### src/rtl/fifo_wr_arbiter.sv
// fifo_wr_arbiter
//   Round-robin arbiter that gives one of N write requesters access to an
//   8-bit sync FIFO for a burst of up to MAX_BURST beats.
// Ports:
//   clk, rst_n   clock, asynchronous active-low reset
//   req[N]       requester has a beat ready
//   data_in      packed requester data, slice i = [i*DW +: DW]
//   last[N]      end-of-burst marker, qualified by req[i]
//   full         FIFO full
//   gnt[N]       registered one-hot grant (or zero)
//   ack[N]       combinational beat-accepted strobe for the granted requester
//   wr_en        FIFO write enable
//   data_out     FIFO write data (granted slice, zero when nothing is granted)

// Per-requester slice: accept strobe and grant-masked data.
module fifo_wr_arbiter_lane #(
  parameter int DW = 8
) (
  input  logic          i_gnt,
  input  logic          i_req,
  input  logic          i_full,
  input  logic [DW-1:0] i_data,
  output logic          o_ack,
  output logic [DW-1:0] o_data
);
  assign o_ack  = i_gnt & i_req & ~i_full;
  assign o_data = i_gnt ? i_data : '0;
endmodule

module fifo_wr_arbiter #(
  parameter int N         = 4,
  parameter int DW        = 8,
  parameter int MAX_BURST = 16
) (
  input  logic          clk,
  input  logic          rst_n,
  input  logic [N-1:0]  req,
  input  logic [N*DW-1:0] data_in,
  input  logic [N-1:0]  last,
  input  logic          full,
  output logic [N-1:0]  gnt,
  output logic [N-1:0]  ack,
  output logic          wr_en,
  output logic [DW-1:0] data_out
);
  localparam int IW = (N > 1) ? $clog2(N) : 1;
  localparam int CW = $clog2(MAX_BURST + 1);

  typedef enum logic {S_IDLE, S_BURST} state_t;

  state_t          r_state;
  logic [N-1:0]    r_gnt;
  logic [IW-1:0]   r_gidx;
  logic [IW-1:0]   r_last_gnt;
  logic [CW-1:0]   r_cnt;

  logic [N-1:0][DW-1:0] w_lane_data;
  logic [N-1:0]    w_ack;
  logic [DW-1:0]   w_dout;
  logic [IW-1:0]   w_j;
  logic [IW-1:0]   w_pick;
  logic [N-1:0]    w_pick_oh;
  logic            w_any;
  logic            w_req_g;
  logic            w_last_g;
  logic            w_acc;
  logic            w_cap;
  logic            w_rel;

  for (genvar i = 0; i < N; i++) begin : g_lane
    fifo_wr_arbiter_lane #(.DW(DW)) u_lane (
      .i_gnt  (r_gnt[i]),
      .i_req  (req[i]),
      .i_full (full),
      .i_data (data_in[i*DW +: DW]),
      .o_ack  (w_ack[i]),
      .o_data (w_lane_data[i])
    );
  end

  // At most one lane is granted, so OR-ing the masked slices is the mux.
  always_comb begin
    w_dout = '0;
    for (int i = 0; i < N; i++) w_dout = w_dout | w_lane_data[i];
  end

  // Rotating priority: start one past the last granted requester, wrap.
  always_comb begin
    w_any     = 1'b0;
    w_pick    = '0;
    w_pick_oh = '0;
    w_j       = '0;
    for (int k = 1; k <= N; k++) begin
      w_j = IW'((int'(r_last_gnt) + k) % N);
      if (!w_any && req[w_j]) begin
        w_any          = 1'b1;
        w_pick         = w_j;
        w_pick_oh[w_j] = 1'b1;
      end
    end
  end

  assign w_req_g  = |(req & r_gnt);
  assign w_last_g = |(last & r_gnt);
  assign w_acc    = |w_ack;
  assign w_cap    = (r_cnt == CW'(MAX_BURST - 1));
  // Release on last beat, on the MAX_BURST-th beat, or when the owner withdraws.
  assign w_rel    = !w_req_g || (w_acc && (w_last_g || w_cap));

  always_ff @(posedge clk or negedge rst_n) begin
    if (!rst_n) begin
      r_state    <= S_IDLE;
      r_gnt      <= '0;
      r_gidx     <= '0;
      r_last_gnt <= IW'(N - 1);
      r_cnt      <= '0;
    end else begin
      case (r_state)
        S_IDLE: begin
          if (w_any) begin
            r_gnt   <= w_pick_oh;
            r_gidx  <= w_pick;
            r_cnt   <= '0;
            r_state <= S_BURST;
          end
        end
        S_BURST: begin
          if (w_acc) r_cnt <= r_cnt + CW'(1);
          if (w_rel) begin
            r_state    <= S_IDLE;
            r_gnt      <= '0;
            r_last_gnt <= r_gidx;
          end
        end
        default: begin
          r_state <= S_IDLE;
          r_gnt   <= '0;
        end
      endcase
    end
  end

  assign gnt      = r_gnt;
  assign ack      = w_ack;
  assign wr_en    = w_acc;
  assign data_out = w_dout;

endmodule

### config.mk
export PLATFORM = sky130hd
export DESIGN_NAME = fifo_wr_arbiter
export DESIGN_NICKNAME = d
export VERILOG_FILES = /design/src/rtl/fifo_wr_arbiter.sv
export SDC_FILE = /design/constraint.sdc
export NUM_CORES = 1
export LEC_CHECK = 0
export ABC_CLOCK_PERIOD_IN_PS = 2900
export BUFFER_PORTS_ARGS = -buffer_cell sky130_fd_sc_hd__buf_2
export CAP_MARGIN = 5
export CORE_MARGIN = 3
export CORE_UTILIZATION = 50
export CTS_BUF_LIST = sky130_fd_sc_hd__clkbuf_4
export DETAILED_ROUTE_END_ITERATION = 8
export PLACE_DENSITY = 0.82
export SYNTH_ARGS = -nofsm -noshare
export SYNTH_HDL_FRONTEND = slang
export SYNTH_SLANG_ARGS = --single-unit
### constraint.sdc
create_clock -name clk -period 2.9 [get_ports clk]
set_clock_uncertainty 0.15 [all_clocks]
set_input_delay 0.435 -clock clk [delete_from_list [all_inputs] [get_ports clk]]
set_output_delay 0.435 -clock clk [all_outputs]
set_load 0.01 [all_outputs]
Yosys cells after proc, flatten, opt, wreduce, memory -nomap -nowiden --
Index checks and enable logic that the tools add are counted.
Storage, ports and cells: flip-flop bits (word level) 14, bits of input ports 43, output and inout port bits 17, word-level logic and storage cells 102
Cells by class: add/subtract/negate cells 5, magnitude comparators 8, equal/unequal tests 4, muxes and demuxes 41, bitwise logic cells 18, reduce and logical (&&, ||, !) cells 21
Operator list (count):
- 8-bit two-way mux | 4
- 4-bit two-way mux | 6
- 8-bit bitwise OR | 3
- 1-bit two-way mux | 14
- 2-bit by 3-bit less-than comparator with 1-bit output, second input constant | 4
- 4-bit bitwise OR | 3
- 4-bit OR reduction | 3
- 5-bit two-way mux | 2
- 5-bit one-hot mux with 2 select lines | 1
- 1-bit AND | 8
- 4-bit AND | 2
- 1-bit binary-select mux with 2-bit select | 4
- 1-bit demux with 2-bit select | 4
- 2-bit by 1-bit greater-or-equal comparator with 1-bit output, second input constant | 4
- 1-bit logical AND | 8
- 2-bit two-way mux | 4
- 4-bit one-hot mux with 2 select lines | 1
- 2-bit AND reduction | 4
- 5-bit by 1-bit adder with 5-bit output, second input constant | 1
- 5-bit by 4-bit equality test with 1-bit output, second input constant | 1
- 2-bit by 1-bit adder with 2-bit output, second input constant | 2
- 2-bit adder, second input constant | 2
- 1-bit logical NOT | 4
- 2-bit by 1-bit inequality test with 1-bit output, second input constant | 2
- other kinds (4) | 6

Depth between registers and ports, before layout --
depth in word-level cells 15, depth in mapped cells 9, depth with buffers taken out 8

Cells and area by module --
Synthesis repeated with hierarchy kept, for this count alone.
Unflattened totals: cells, all modules 176, area, all modules 1562.7 µm²
By module, submodules not included:
- fifo_wr_arbiter | instances 1, cells each 140, area an instance 1287.5 µm², sequential area each 352.8 µm²
- fifo_wr_arbiter_lane | instances 4, cells each 9, area an instance 68.8 µm², sequential area each 0.0 µm²

Worst setup path after synthesis --
Ideal clock, no wire load.
path kind reg-to-reg, start point reg r_last_gnt[0], end point reg r_gidx[1], library setup time 0.130 ns, arrival time 2.159 ns, data required time 2.620 ns, setup slack 0.462 ns, cell stages (with the launch flop) 10, path buffers 2, period minus slack after synthesis 2.438 ns, cells stage by stage dfstp_2 -> buf_2 -> inv_1 -> ha_1 -> buf_6 -> mux2_2 -> nand4_1 -> a21oi_1 -> a2111oi_2 -> o21ai_1
Between the ends: word-level cells in the longest chain between the ends 14, elaborated cells between the ends (all ways) 27, classes of those cells 4 x add/sub; 16 x mux; 7 x reduce/logical
RTL lines:
- from (decl) | RTL line 54 | logic [IW-1:0] r_last_gnt;
- from (signal assigned) | RTL line 115 | r_last_gnt <= IW'(N - 1);
- from (signal assigned) | RTL line 132 | r_last_gnt <= r_gidx;
- 2-bit by 1-bit adder with 2-bit output | RTL line 94 | w_j = IW'((int'(r_last_gnt) + k) % N);
- 1-bit binary-select mux with 2-bit select | RTL line 95 | if (!w_any && req[w_j]) begin
- 1-bit two-way mux (not written as such) | RTL line 95
- 1-bit two-way mux | RTL line 95
- 1-bit logical NOT | RTL line 95
- 1-bit logical AND | RTL line 95
- 1-bit two-way mux | RTL line 95
- 1-bit logical NOT | RTL line 95
- 1-bit logical AND | RTL line 95
- 1-bit two-way mux | RTL line 95
- 1-bit logical NOT | RTL line 95
- 1-bit logical AND | RTL line 95
- 1-bit two-way mux | RTL line 95
- 2-bit AND reduction (no line)
- to (signal assigned) | RTL line 122 | r_gidx <= w_pick;
- to (decl) | RTL line 53 | logic [IW-1:0] r_gidx;
Parallel ways exist; a longest one is shown, timed or not. The select of a mux whose other input is x is not followed. A chain may end at the register's enable or synchronous reset.

Worst setup path after layout --
start point reg r_last_gnt[1], end point reg r_gidx[1]
The elaborated chain is that of the path after synthesis.

==> summary.txt <==
Outcome
  – Status: finished clean

STA
  – Final min period: 2586 ps
  – Setup tns final: 0 ps
  – Final setup viols: 0
  – Pins Over Slew Limit: 0
  – Final hold viol count: 0
  – Final worst-path cycle share: 0.8916
  – RSZ-0062 raised after global routing: false
  – Highest clock rate: between 0.3 and 0.4 GHz
  – Worst-margin pin slew: 504.4 ps
  – Worst rel slew slack: 0.6637

Placed design
  – GP Congestion: 0.8652
  – Placed cell areas: 1718 um2
  – Cells after DPL: 252
  – HPWL Detailed: 2875 um
  – IO buf count: 59

Final layout
  – # diodes: 0
  – Layout Utilization: 0.6267
  – Fin cells: about 260
  – Nets@finish: 280
  – Share of cells above drive strength 1: 0.3717
  – Synthesis-to-layout area growth: 16.89%
  – Finished Cell Area: 1758 um2

CTS
  – CTS tree: built
  – CTS Buffer Depth: 2
  – H-tree level count: 1
  – Clock root cell: clkbuf_4
  – Clock Latency Late Sink: 290 ps
  – TritonCTS buffer count: 3
  – Clock Sinks: 14
  – CTS clk-pin slew, worst paths: around 100 ps

Power
  – PwrDens: about 990 nW/um2
  – Leak: 0.9025 nW
  – Share of total power in sequential cells: 0.225
  – Combinational share of power: 0.698
  – Total power: 1.735 mW
  – Int Pwr: roughly 910 uW
  – Switching Share: 0.4731
  – Clock power share: 0.076
  – Maximum VDD drop: 535.1 uV
  – Net Sw Power: 821.0 uW

Global routing
  – GRT busiest layer: met2
  – First-pass GRT wire length: 5692 um
  – GR Layer Usage met1: 0.2694
  – Largest net degree at the start of global routing: 15
  – Met3 usage: 0.03404
  – Global Route met2 Usage: 0.3344
  – Vias in the first global route: 1215
  – Antenna violations before repair: 0
  – GR Util All Layers: 0.2026
  – Grt ovf: 0

Worst setup path
  – Crit path DAT: 2610 ps
  – Crit end category: flop
  – CP Max Fanout: 14
  – Crit path kind: reg -> reg
  – Req. time, crit path: just under 3000 ps
  – Crit path cell chain: inv_1, ha_1, mux2_2, nand4_1, a21oi_1, a2111oi_2, o21ai_1
  – CP peak stage delay: 690 ps
  – Crit-path slowest cell: dfstp_2
  – Crit start category: flop

Detailed routing
  – Via count: between 1.5k and 2k
  – DRT antenna net count: 0
  – DRT iter0 DRCs: 76
  – Total detailed-routing wirelength: 3748 um
  – Via density: 5.852
  – WL per Instance: 14.58 um
  – Drt pass-1 iters: 4
  – DRC Markers: 0

Floorplan
  – Chip width: 60.85 um
  – Standard-cell row count: 19
  – Die ar.: ~3700 um2
  – Height of the die: between 60 and 70 um
  – Top Ports: 60
  – Starting density of the core: 0.5361
  – Core area: roughly 2800 um2

Synthesis
  – Cell Area, Synth: 1504 um2
  – Post-synth ARST share: 1.000
  – Dominant cell type by area after synthesis: dfrtp_1
  – Most frequent cell after synthesis: nand2_1
  – Synth top area share: 0.1997
  – Synth cell types: 45
  – Synth top area cells: dfrtp_1, nand2_1, a22oi_1, ha_1, buf_4
  – Yosys warns: 0
  – Dominant synthesized flop cell: dfrtp_1
  – Number of synthesized flops with an enable pin: 0
  – Synthesized Nets: 232
  – Synthesized instance count: between 150 and 200
  – Register area share after synthesis: 0.2346
  – Synth Register Bits: 14
  – Top cells by count, synth: nand2_1, a22oi_1, dfrtp_1, nor2_1, buf_4
  – Syn avg cell area: 8.402 um2

Flow run
  – Max Cap Viol: 0

Min path
  – Worst hold path type: reg -> reg
[registers in the layout, indices dropped and copies added, names as in the netlist]
name / flops
r_state: 1
r_gidx: 2
r_cnt: 5
gnt: 4
r_last_gnt: 2
[metrics by stage]
| stage | worst slack (ps) | hold WS [ps] |
|---|---|---|
| finish | 314.3 | 345.0 |
| floorplan | 461.6 | -10.59 |
| global route | 113.8 | 367.1 |
| detailed placement | 314.8 | 202.5 |
| CTS | 310.8 | 346.3 |
| global placement | 383.9 | 195.8 |
[power groups by stage]
stage               Combinational, mW  Clock (mW)  Sequential [mW]
floorplan                        1.04           0            0.340
global placement                 1.19           0            0.385
detailed placement               1.21           0            0.394
CTS                              1.21       0.131            0.390
global route                     1.34       0.144            0.404
finish                           1.21       0.132            0.391
[cell usage in the layout, fill, tap and decap left out, types with 2 or more instances in the layout]
cell	n
mux2_4	4
inv_1	9
mux2i_1	5
o221ai_1	4
nor2_1	12
a21o_1	4
nand3_1	2
dfstp_2	2
clkbuf_4	4
a22oi_1	17
buf_4	4
buf_2	59
mux2_2	2
o21ai_0	4
ha_1	10
dfrtp_1	12
a21oi_1	4
nand2_1	36
nand4_1	3
a2bb2oi_1	4
[kinds of logic after synthesis]
family,Yosys count,synth area share
AO/OA/AOI/OAI,49,0.2579
XOR/XNOR,1,0.005825
adder cells (fa/ha/maj),10,0.08319
buffers and inverters,30,0.1223
flip-flops,14,0.2346
multiplexers,12,0.09734
AND/OR/NAND/NOR,63,0.1989
[worst paths after layout]
path,startpoint,endpoint,slack (ps),depth (start not counted)
worst max-delay path,r_last_gnt[1],r_gidx[1],310,7
worst min-delay path,r_gidx[0],r_gidx[0],350,2
worst max register to register,r_last_gnt[1],r_gidx[1],310,7
worst min register to register,r_gidx[0],r_gidx[0],350,2
max in group asynchronous,rst_n,r_last_gnt[1],1860,2
min in group asynchronous,rst_n,r_gidx[1],430,2
[worst max-delay path, delay by kind of cell (launching register included)]
family	cells	cell delay, ps
flip-flops	1	690
adder cells (fa/ha/maj)	1	500
multiplexers	1	390
AO/OA/AOI/OAI	3	480
buffers and inverters	1	150
AND/OR/NAND/NOR	1	110
[area by class of cell]
class	count	area, um2
clock buffer	4	30.03
inverter	9	33.78
multi-input combinational	135	967.2
fill	244	1047
sequential	14	352.8
timing repair buffer	64	335.3
tap	31	38.79
[timing repair]
item                                   CTS  global route
buffers inserted                         0             0
hold buffers                             1             0
endpoints found under the hold margin   12             0
resized for setup                        0             0
[per-layer routing]
| layer | share of wire | wire length (um) | vias to the layer above |
|---|---|---|---|
| met5 | 0 | 0 | - |
| met4 | 0.016 | 59 | 0 |
| met3 | 0.093 | 349 | 7 |
| met2 | 0.45 | 1689 | 75 |
| met1 | 0.44 | 1650 | 696 |
| li1 | - | - | 726 |
Power figures use the tool's default switching activity.
